--- config.mk ---
export PLATFORM = sky130hd
export DESIGN_NAME = mux_rr_arbiter_flat
export DESIGN_NICKNAME = d
export VERILOG_FILES = /design/src/rtl/mux_rr_arbiter_pkg.sv /design/src/rtl/mux_rr_arbiter_if.sv /design/src/rtl/mux_rr_arbiter_pick.sv /design/src/rtl/mux_rr_arbiter.sv /design/src/flat_wrapper.sv
export SDC_FILE = /design/constraint.sdc
export NUM_CORES = 1
export LEC_CHECK = 0
export ABC_AREA = 0
export ABC_CLOCK_PERIOD_IN_PS = 1300
export CELL_PAD_IN_SITES_DETAIL_PLACEMENT = 1
export CELL_PAD_IN_SITES_GLOBAL_PLACEMENT = 2
export CORE_AREA = 2 2 39 41
export CTS_BUF_LIST = sky130_fd_sc_hd__clkbuf_16
export DETAILED_ROUTE_END_ITERATION = 10
export DIE_AREA = 0 0 41 43
export PLACE_DENSITY_LB_ADDON = 0.1
export SLEW_MARGIN = 20
export SYNTH_ARGS = -nofsm -noshare
export SYNTH_HDL_FRONTEND = slang
export SYNTH_SLANG_ARGS = --single-unit
--- constraint.sdc ---
create_clock -name clk -period 1.3 [get_ports clk]
set_clock_uncertainty 0.15 [all_clocks]
set_input_delay 0.26 -clock clk [delete_from_list [all_inputs] [get_ports clk]]
set_output_delay 0.26 -clock clk [all_outputs]
set_load 0.05 [all_outputs]
--- src/rtl/mux_rr_arbiter_pkg.sv ---
// Shared types and constants for the two-input arbiter in front of the 2:1 mux stage.
package mux_arb_pkg;

  typedef enum logic {
    EMPTY = 1'b0,
    FULL  = 1'b1
  } state_t;

  localparam logic SEL_DIN0       = 1'b0;
  localparam logic SEL_DIN1       = 1'b1;
  localparam logic LAST_GRANT_RST = 1'b1;

endpackage

--- src/rtl/mux_rr_arbiter_if.sv ---
// Handshake bundle between the two sources, the arbiter and the mux consumer.
// master = arbiter side, slave = sources/consumer side.
interface mux_rr_arbiter_if #(
  parameter int WIDTH = 1
);
  logic [WIDTH-1:0] din_0;
  logic             din_0_valid;
  logic             din_0_ready;
  logic [WIDTH-1:0] din_1;
  logic             din_1_valid;
  logic             din_1_ready;
  logic [WIDTH-1:0] mux_out;
  logic             out_valid;
  logic             out_ready;
  logic             sel;

  modport master (
    input  din_0, din_0_valid, din_1, din_1_valid, out_ready,
    output din_0_ready, din_1_ready, mux_out, out_valid, sel
  );

  modport slave (
    output din_0, din_0_valid, din_1, din_1_valid, out_ready,
    input  din_0_ready, din_1_ready, mux_out, out_valid, sel
  );
endinterface

--- src/rtl/mux_rr_arbiter_pick.sv ---
// Combinational grant pick for two requesters; ties follow last_grant, or go to din_1 under MUX_ARB_FIXED_PRIO_EN.
// Latency: zero (pure logic). Backpressure: no grant at all while can_load is low.
module mux_arb_pick (
  input  logic v0,
  input  logic v1,
  input  logic last_grant,
  input  logic can_load,
  output logic grant_0,
  output logic grant_1
);

`ifdef MUX_ARB_FIXED_PRIO_EN
  assign grant_0 = can_load & v0 & ~v1;
  assign grant_1 = can_load & v1;
`else
  // On a tie the source that did not win last time gets the slot.
  assign grant_0 = can_load & v0 & (~v1 | last_grant);
  assign grant_1 = can_load & v1 & (~v0 | ~last_grant);
`endif

endmodule

--- src/rtl/mux_rr_arbiter.sv ---
// Round-robin arbiter registering the winning word and the mux select (MUX_ARB_FIXED_PRIO_EN: ties go to din_1).
// Latency: one cycle from input handshake to out_valid; drain and load overlap for one word per cycle.
// Backpressure: while full and out_ready is low, word/sel hold and both readys stay low.
module mux_rr_arbiter
  import mux_arb_pkg::*;
#(
  parameter int WIDTH = 1
) (
  input logic              clk,
  input logic              rst,
  mux_rr_arbiter_if.master bus
);

  state_t           r_state;
  state_t           w_state_nxt;
  logic [WIDTH-1:0] r_mux_out;
  logic [WIDTH-1:0] w_mux_out_nxt;
  logic             r_sel;
  logic             w_sel_nxt;
  logic             w_last_grant;
  logic             w_can_load;
  logic             w_grant_0;
  logic             w_grant_1;
  logic             w_load;

  // Readys are forced low while rst is high, even though state resets on the edge.
  assign w_can_load = ~rst & ((r_state == EMPTY) | bus.out_ready);
  assign w_load     = w_grant_0 | w_grant_1;

  mux_arb_pick u_pick (
    .v0         (bus.din_0_valid),
    .v1         (bus.din_1_valid),
    .last_grant (w_last_grant),
    .can_load   (w_can_load),
    .grant_0    (w_grant_0),
    .grant_1    (w_grant_1)
  );

`ifdef MUX_ARB_FIXED_PRIO_EN
  assign w_last_grant = LAST_GRANT_RST;
`else
  logic r_last_grant;

  always_ff @(posedge clk) begin
    if (rst) begin
      r_last_grant <= LAST_GRANT_RST;
    end else if (w_load) begin
      r_last_grant <= w_grant_1;
    end
  end

  assign w_last_grant = r_last_grant;
`endif

  always_comb begin
    w_state_nxt   = r_state;
    w_mux_out_nxt = r_mux_out;
    w_sel_nxt     = r_sel;
    if (w_load) begin
      w_state_nxt   = FULL;
      w_mux_out_nxt = w_grant_1 ? bus.din_1 : bus.din_0;
      w_sel_nxt     = w_grant_1 ? SEL_DIN1 : SEL_DIN0;
    end else begin
      case (r_state)
        EMPTY:   w_state_nxt = EMPTY;
        FULL:    w_state_nxt = bus.out_ready ? EMPTY : FULL;
        default: w_state_nxt = EMPTY;
      endcase
    end
  end

  always_ff @(posedge clk) begin
    if (rst) begin
      r_state   <= EMPTY;
      r_mux_out <= '0;
      r_sel     <= SEL_DIN0;
    end else begin
      r_state   <= w_state_nxt;
      r_mux_out <= w_mux_out_nxt;
      r_sel     <= w_sel_nxt;
    end
  end

  assign bus.din_0_ready = w_grant_0;
  assign bus.din_1_ready = w_grant_1;
  assign bus.mux_out     = r_mux_out;
  assign bus.sel         = r_sel;
  assign bus.out_valid   = (r_state == FULL);

endmodule
--- src/flat_wrapper.sv ---
// flat-port wrapper written by rule: the top's interface ports become plain ports
module mux_rr_arbiter_flat import mux_arb_pkg::*;
#(
  parameter int WIDTH = 1
)
  (clk, rst, bus_din_0, bus_din_0_valid, bus_din_1, bus_din_1_valid, bus_out_ready, bus_din_0_ready, bus_din_1_ready, bus_mux_out, bus_out_valid, bus_sel);
  mux_rr_arbiter_if #(.WIDTH(WIDTH)) bus_i ();
  input logic clk;
  input logic rst;
  input wire logic [$bits(bus_i.din_0)-1:0] bus_din_0;
  input wire logic [$bits(bus_i.din_0_valid)-1:0] bus_din_0_valid;
  input wire logic [$bits(bus_i.din_1)-1:0] bus_din_1;
  input wire logic [$bits(bus_i.din_1_valid)-1:0] bus_din_1_valid;
  input wire logic [$bits(bus_i.out_ready)-1:0] bus_out_ready;
  output wire logic [$bits(bus_i.din_0_ready)-1:0] bus_din_0_ready;
  output wire logic [$bits(bus_i.din_1_ready)-1:0] bus_din_1_ready;
  output wire logic [$bits(bus_i.mux_out)-1:0] bus_mux_out;
  output wire logic [$bits(bus_i.out_valid)-1:0] bus_out_valid;
  output wire logic [$bits(bus_i.sel)-1:0] bus_sel;
  assign bus_i.din_0 = bus_din_0;
  assign bus_i.din_0_valid = bus_din_0_valid;
  assign bus_i.din_1 = bus_din_1;
  assign bus_i.din_1_valid = bus_din_1_valid;
  assign bus_i.out_ready = bus_out_ready;
  assign bus_din_0_ready = bus_i.din_0_ready;
  assign bus_din_1_ready = bus_i.din_1_ready;
  assign bus_mux_out = bus_i.mux_out;
  assign bus_out_valid = bus_i.out_valid;
  assign bus_sel = bus_i.sel;
  mux_rr_arbiter #(.WIDTH(WIDTH)) u_core (.clk(clk), .rst(rst), .bus(bus_i));
endmodule
==> impl_metrics.tcl, run 1 <==
set metrics [dict create \
    synthTopCellsByCount "dfxtp_1, a21oi_1, nand2b_1" \
    synth_cell_types 14 \
    slew-limit-headroom_pct 88.4 \
    p_comb_share_pct 20.1 \
    syn_to_final_growth_pct 171 \
    layout.nets 54 \
    fp-row-count 14 \
    post-route-min-period_ps 1490 \
    die_h_um 43 \
    portBuffers 11 \
    synth_area_um2 205 \
    synth_area_leaders "dfxtp_1, nand2b_1, a21oi_1, nand2b_4, and3b_4" \
    ios 12 \
    run_status "complete, but fails checks" \
    routed_wl_um 726 \
    sw_frac_of_total_pct 21.9 \
    avgSynthCellArea_um2 9.77 \
    antenna_cells 0 \
    root_buffer "clkbuf_16" \
    grt_usage_pct 10.2 \
    finalMaxSlewViolations 0 \
    cpPeakStageDelay_ps 340 \
    drive_above_1_share_pct 58.7 \
    initial_core_util_pct 14.8 \
    ys_warn_count 0 \
    chipWidth_um 41 \
    wl_per_cell_um 11.7 \
    final_cells 62 \
    clk_latency_ps 230 \
    grt-ovfl-total 0 \
    crit_required_ps 890 \
    p_per_area_mw_per_mm2 1430 \
    tightest_slew_ps 173 \
    antenna_found_initial 0 \
    yosysTopAreaCell "dfxtp_1" \
    crit_path_top_delay_cell "dfxtp_2" \
    ir_worst_vdd_mv 0.494 \
    grt_pass1_vias 294 \
    leakage_nw 0.255 \
    synth_edf_count 0 \
    nFillCells 154 \
    cts_made_buffers 3 \
    core_mm2 0.00138 \
    clk_path_buf_depth 2 \
    final_hold_viol_count 0 \
    num_vias 256 \
    synth_fp_nets 28 \
    p_switching_mw 0.175 \
    async_flop_share_pct 0 \
    dp_cells 54 \
    start_kind "flop" \
    post-synth-top-count-cell "dfxtp_1" \
    syn_inst 21 \
    tritoncts "done" \
    htreeDepth 1 \
    grt_max_degree 6 \
    ys_ff_latch 4 \
    yosysSeqAreaShare_pct 39.0 \
    finalWorstSetupSlack_ps -187 \
    p_int_mw 0.622 \
    setup_viol 3 \
    dr.first_iter.drc_count 0 \
    gp_congestion 0.715 \
    hold_buffers 0 \
    drc 0 \
    rsz0062_at_grt "yes" \
    critPathKind "reg -> out" \
    dp_slack_ps -439 \
    fin_crit_sh_pct 114 \
    failed_checks "negative setup slack" \
    worst-path-buf-inv 1 \
    end_kind "output pin" \
    cp_data_arrival_time_ps 1080 \
    cp_top_family "simple AND/OR/NAND/NOR gates" \
    critPathMaxFanout 3 \
    fmax_ghz 0.672 \
    p_seq_share_pct 17.7 \
    clkPwrFrac_pct 62.1 \
    drtAntennaViolNets 0 \
    clkTransAtPathRegs_ps 30 \
    synth-main-ff-cell "dfxtp_1" \
    viasPerCell 4.13 \
    drtPass1Iterations 1 \
    hold_path.class "reg -> reg" \
    clock-sinks 4 \
    maxCapViolCount 0 \
    path_cells "nand2b_4 > and4b_4 > buf_12" \
    die-area_mm2 0.00176 \
    netlist.area_leader.share_pct 39.0 \
    grt_first_pass_wirelength_mm 1.13 \
    dpl.hpwl_um 532 \
]
-- cells by family (layout without fill, tap and decap cells) --
kind of cell	Yosys count	after routing	synth area share (%)
flops	4	4	39.0
buf+inv	1	26	1.83
simple gates	9	9	35.4
compound gates	7	7	23.8
-- layout make-up --
cell class,instances,area [µm²],share of cell area (%)
sequential,4,85.1,15.3
clock inverter,1,3.75,0.676
clock buffer,3,75.1,13.5
multi-input combinational,16,133,23.9
timing repair buffer,21,235,42.3
tap,16,20.0,3.60
inverter,1,3.75,0.676
-- sequential cells by signal, summed over array words and instances (netlist names) --
name and flops:
u_core.bus.mux_out 1, u_core.bus.out_valid 1, u_core.bus.sel 1, u_core.r_last_grant 1
-- worst min-delay path, stage by stage, from the launching register on --
cell	delay, ps
dfxtp_2	320
inv_1	50
o21ai_1	60
-- power by group through the flow --
stage / combinational (mW) / clock, mW / sequential (mW)
2_1_floorplan: 0.0403 / 0 / 0.163
3_3_place_gp: 0.147 / 0 / 0.143
3_5_place_dp: 0.149 / 0 / 0.144
4_1_cts: 0.156 / 0.503 / 0.143
5_1_grt: 0.170 / 0.509 / 0.142
6_report: 0.160 / 0.495 / 0.141
-- final timing paths --
path | cells after the start | from | to | slack, ps
setup / recovery | 3 | u_core.r_last_grant | bus_din_0_ready | -190
hold / removal | 2 | u_core.r_last_grant | u_core.r_last_grant | 320
setup reg to reg | 4 | u_core.r_last_grant | u_core.bus.mux_out | -20
hold reg to reg | 2 | u_core.r_last_grant | u_core.r_last_grant | 320
-- stage by stage --
step                      total power, mW  TNS, ps  hold slack (ps)  instance area (µm²)  utilization [%]
final                               0.796     -389              317                  556             40.1
after floorplan                     0.204    -46.6              169                  213                -
after detailed placement            0.293    -1680              327                  438             31.6
after CTS                           0.802     -436              316                  547             39.5
after global routing                0.821     -467              342                  556             40.1
after global placement              0.290    -1580              322                  438             31.6
-- per-layer routing --
metal | track usage (%) | up-vias | share of wire, %
li1 | - | 126 | -
met2 | 16.3 | 6 | 57
met5 | 0 | - | 0
met3 | 4.71 | 0 | 5.4
met4 | 6.00 | 0 | 0
met1 | 10.0 | 124 | 38
-- cells in the final DEF, fill, tap and decap left out, types with 2 or more instances in the layout --
cell type | Yosys | final
buf_4 | 0 | 8
inv_1 | 1 | 2
clkbuf_16 | 0 | 3
dlygate4sd2_1 | 0 | 2
clkdlybuf4s50_1 | 0 | 2
buf_12 | 0 | 5
nand2b_4 | 1 | 2
nand2b_1 | 3 | 2
dfxtp_1 | 4 | 2
buf_6 | 0 | 2
a21oi_1 | 3 | 3
-- what timing repair did --
| item | in CTS | in global routing |
|---|---|---|
| pin swaps | 4 | 3 |
| endpoints found under the setup margin | 3 | 3 |
| setup buffers | 5 | 2 |
| resized for setup | 6 | 6 |
No activity file was read; power rests on OpenSTA's default activity.
==> run 2: changes to the inputs <==
--- a/config.mk
+++ b/config.mk
@@ -6,7 +6,6 @@
 export NUM_CORES = 1
 export LEC_CHECK = 0
 export ABC_AREA = 0
-export ABC_CLOCK_PERIOD_IN_PS = 1300
 export CELL_PAD_IN_SITES_DETAIL_PLACEMENT = 1
 export CELL_PAD_IN_SITES_GLOBAL_PLACEMENT = 2
 export CORE_AREA = 2 2 39 41
==> results of run 2 <==
No change in the layout: final DEF, timing and power equal those of run 1.
==> run 3: changes to the inputs <==
--- a/config.mk
+++ b/config.mk
@@ -12,7 +12,8 @@
 export CTS_BUF_LIST = sky130_fd_sc_hd__clkbuf_16
 export DETAILED_ROUTE_END_ITERATION = 10
 export DIE_AREA = 0 0 41 43
-export PLACE_DENSITY_LB_ADDON = 0.1
+export HOLD_SLACK_MARGIN = 0.15
+export PLACE_DENSITY = 0.59
 export SLEW_MARGIN = 20
 export SYNTH_ARGS = -nofsm -noshare
 export SYNTH_HDL_FRONTEND = slang
==> impl_metrics.tcl, run 3 (synthesis gave the netlist of run 1 again) <==
set metrics [dict create \
    syn_to_final_growth_pct 149 \
    end_kind "output pin" \
    reg2reg_depth 4 \
    grt_max_degree 5 \
    p_comb_share_pct 18.6 \
    clk_latency_ps 220 \
    cpPeakStageDelay_ps 350 \
    clock-sinks 4 \
    setup_viol 3 \
    final_hold_viol_count 0 \
    drc 0 \
    initial_core_util_pct 14.8 \
    antenna_cells 0 \
    die-area_mm2 0.00176 \
    finalWorstSetupSlack_ps -195 \
    critPathMaxFanout 3 \
    drtAntennaViolNets 0 \
    num_vias 240 \
    gp_congestion 0.689 \
    maxCapViolCount 0 \
    dr.first_iter.drc_count 2 \
    crit_path_top_delay_cell "dfxtp_2" \
    startpoint "u_core.r_last_grant" \
    clk_path_buf_depth 2 \
    hold_buffers 0 \
    grt-ovfl-total 0 \
    layout_common_cells "buf_12, buf_4, nand2b_1, a21oi_1, clkbuf_16" \
    wl_per_cell_um 11.4 \
    p_int_mw 0.609 \
    antenna_found_initial 0 \
    htreeDepth 1 \
    drive_above_1_share_pct 51.2 \
    ios 12 \
    portBuffers 11 \
    leakage_nw 0.225 \
    chipWidth_um 41 \
    worst-path-buf-inv 1 \
    p_switching_mw 0.167 \
    clkTransAtPathRegs_ps 30 \
    postPlaceCellArea_um2 415 \
    dp_cells 51 \
    rsz0062_at_grt "yes" \
    grt_first_pass_wirelength_mm 1.09 \
    grt_pass1_vias 233 \
    path_cells "nand2b_1 > and4b_4 > buf_12" \
    finalMaxSlewViolations 0 \
    tritoncts "done" \
    rrSetupSlack_ps -60 \
    cp_top_family "simple AND/OR/NAND/NOR gates" \
    reg2reg_to "u_core.bus.mux_out" \
    run_status "complete, but fails checks" \
    cp_data_arrival_time_ps 1080 \
    grt_usage_pct 10.0 \
    tightest_slew_ps 176 \
    p_seq_share_pct 18.4 \
    die_h_um 43 \
    whs_path_depth 3 \
    dpl.hpwl_um 506 \
    slew-limit-headroom_pct 88.2 \
    p_per_area_mw_per_mm2 1520 \
    ir_worst_vdd_mv 0.819 \
    final_cells 57 \
    post-route-min-period_ps 1490 \
    final_util_pct 36.9 \
    root_buffer "clkbuf_16" \
    holdCritStartpoint "bus_din_0_valid" \
    hold_path.class "in -> reg" \
    fin_crit_sh_pct 115 \
    drtPass1Iterations 4 \
    cts_made_buffers 3 \
    layout.nets 49 \
    sw_frac_of_total_pct 21.5 \
    crit_required_ps 890 \
    core_mm2 0.00138 \
    routed_wl_um 651 \
    final_cell_area_um2 510 \
    failed_checks "negative setup slack" \
    start_kind "flop" \
    viasPerCell 4.21 \
    whs_endpoint "u_core.bus.out_valid" \
    r2r_start "u_core.r_last_grant" \
    fp-row-count 14 \
    dp_slack_ps -479 \
    critPathKind "reg -> out" \
    clkPwrFrac_pct 62.9 \
    fmax_ghz 0.669 \
]
## run 3: cell count changes in the layout (fill, tap and decap cells not counted), sizes merged
cell	delta
buf	-5
## run 3: through the flow
step           hold WS (ps)  power [mW]  setup TNS, ps
4_1_cts                 325       0.785           -455
5_1_grt                 245       0.803           -520
3_5_place_dp            328       0.287          -1770
3_3_place_gp            326       0.285          -1680
2_1_floorplan           169       0.204          -46.6
6_report                209       0.776           -424
## run 3: worst reg2reg max path: cells and delay by family (launching register included)
| kind | cells | cell delay, ps |
|---|---|---|
| buf+inv | 1 | 140 |
| compound gates | 1 | 290 |
| flops | 1 | 330 |
| simple gates | 2 | 340 |
## run 3: repair_timing
item                       4_1_cts  5_1_grt
pin swaps                        3        2
resized for setup                7        2
gates cloned                     0        0
setup endpoints to repair        4        3
buffers inserted                 2        0
## run 3: layer usage
metal / track usage (%) / wire length, µm / vias up
li1: - / - / 115
met3: 2.62 / 43 / 4
met2: 14.1 / 328 / 8
met5: 0 / 0 / -
met1: 10.3 / 248 / 113
met4: 12.0 / 31 / 0
## run 3: cell type report
type	instances	area (µm²)
flip-flops and latches	4	85.1
multi-input cells	16	133
clock buffers	3	75.1
well taps	16	20.0
repair buffers	16	190
clock inverters	1	3.75
fillers	160	873
inverters	1	3.75
## run 3: power groups by stage
stage / Sequential, mW / Clock [mW] / Combinational [mW]
4_1_cts: 0.144 / 0.496 / 0.146
5_1_grt: 0.145 / 0.506 / 0.153
6_report: 0.143 / 0.488 / 0.145
2_1_floorplan: 0.163 / 0 / 0.0403
3_3_place_gp: 0.143 / 0 / 0.141
3_5_place_dp: 0.144 / 0 / 0.142
## run 3: worst max path at each step
| stage | endpoint | slack (ps) | cells past startpoint |
|---|---|---|---|
| 2_1_floorplan | u_core.bus.mux_out | -50 | 3 |
| 3_3_place_gp | bus_din_1_ready | -450 | 4 |
| 3_5_place_dp | bus_din_1_ready | -480 | 4 |
| 4_1_cts | bus_din_1_ready | -200 | 3 |
| 5_1_grt | bus_din_0_ready | -220 | 3 |
| 6_report | bus_din_0_ready | -190 | 3 |
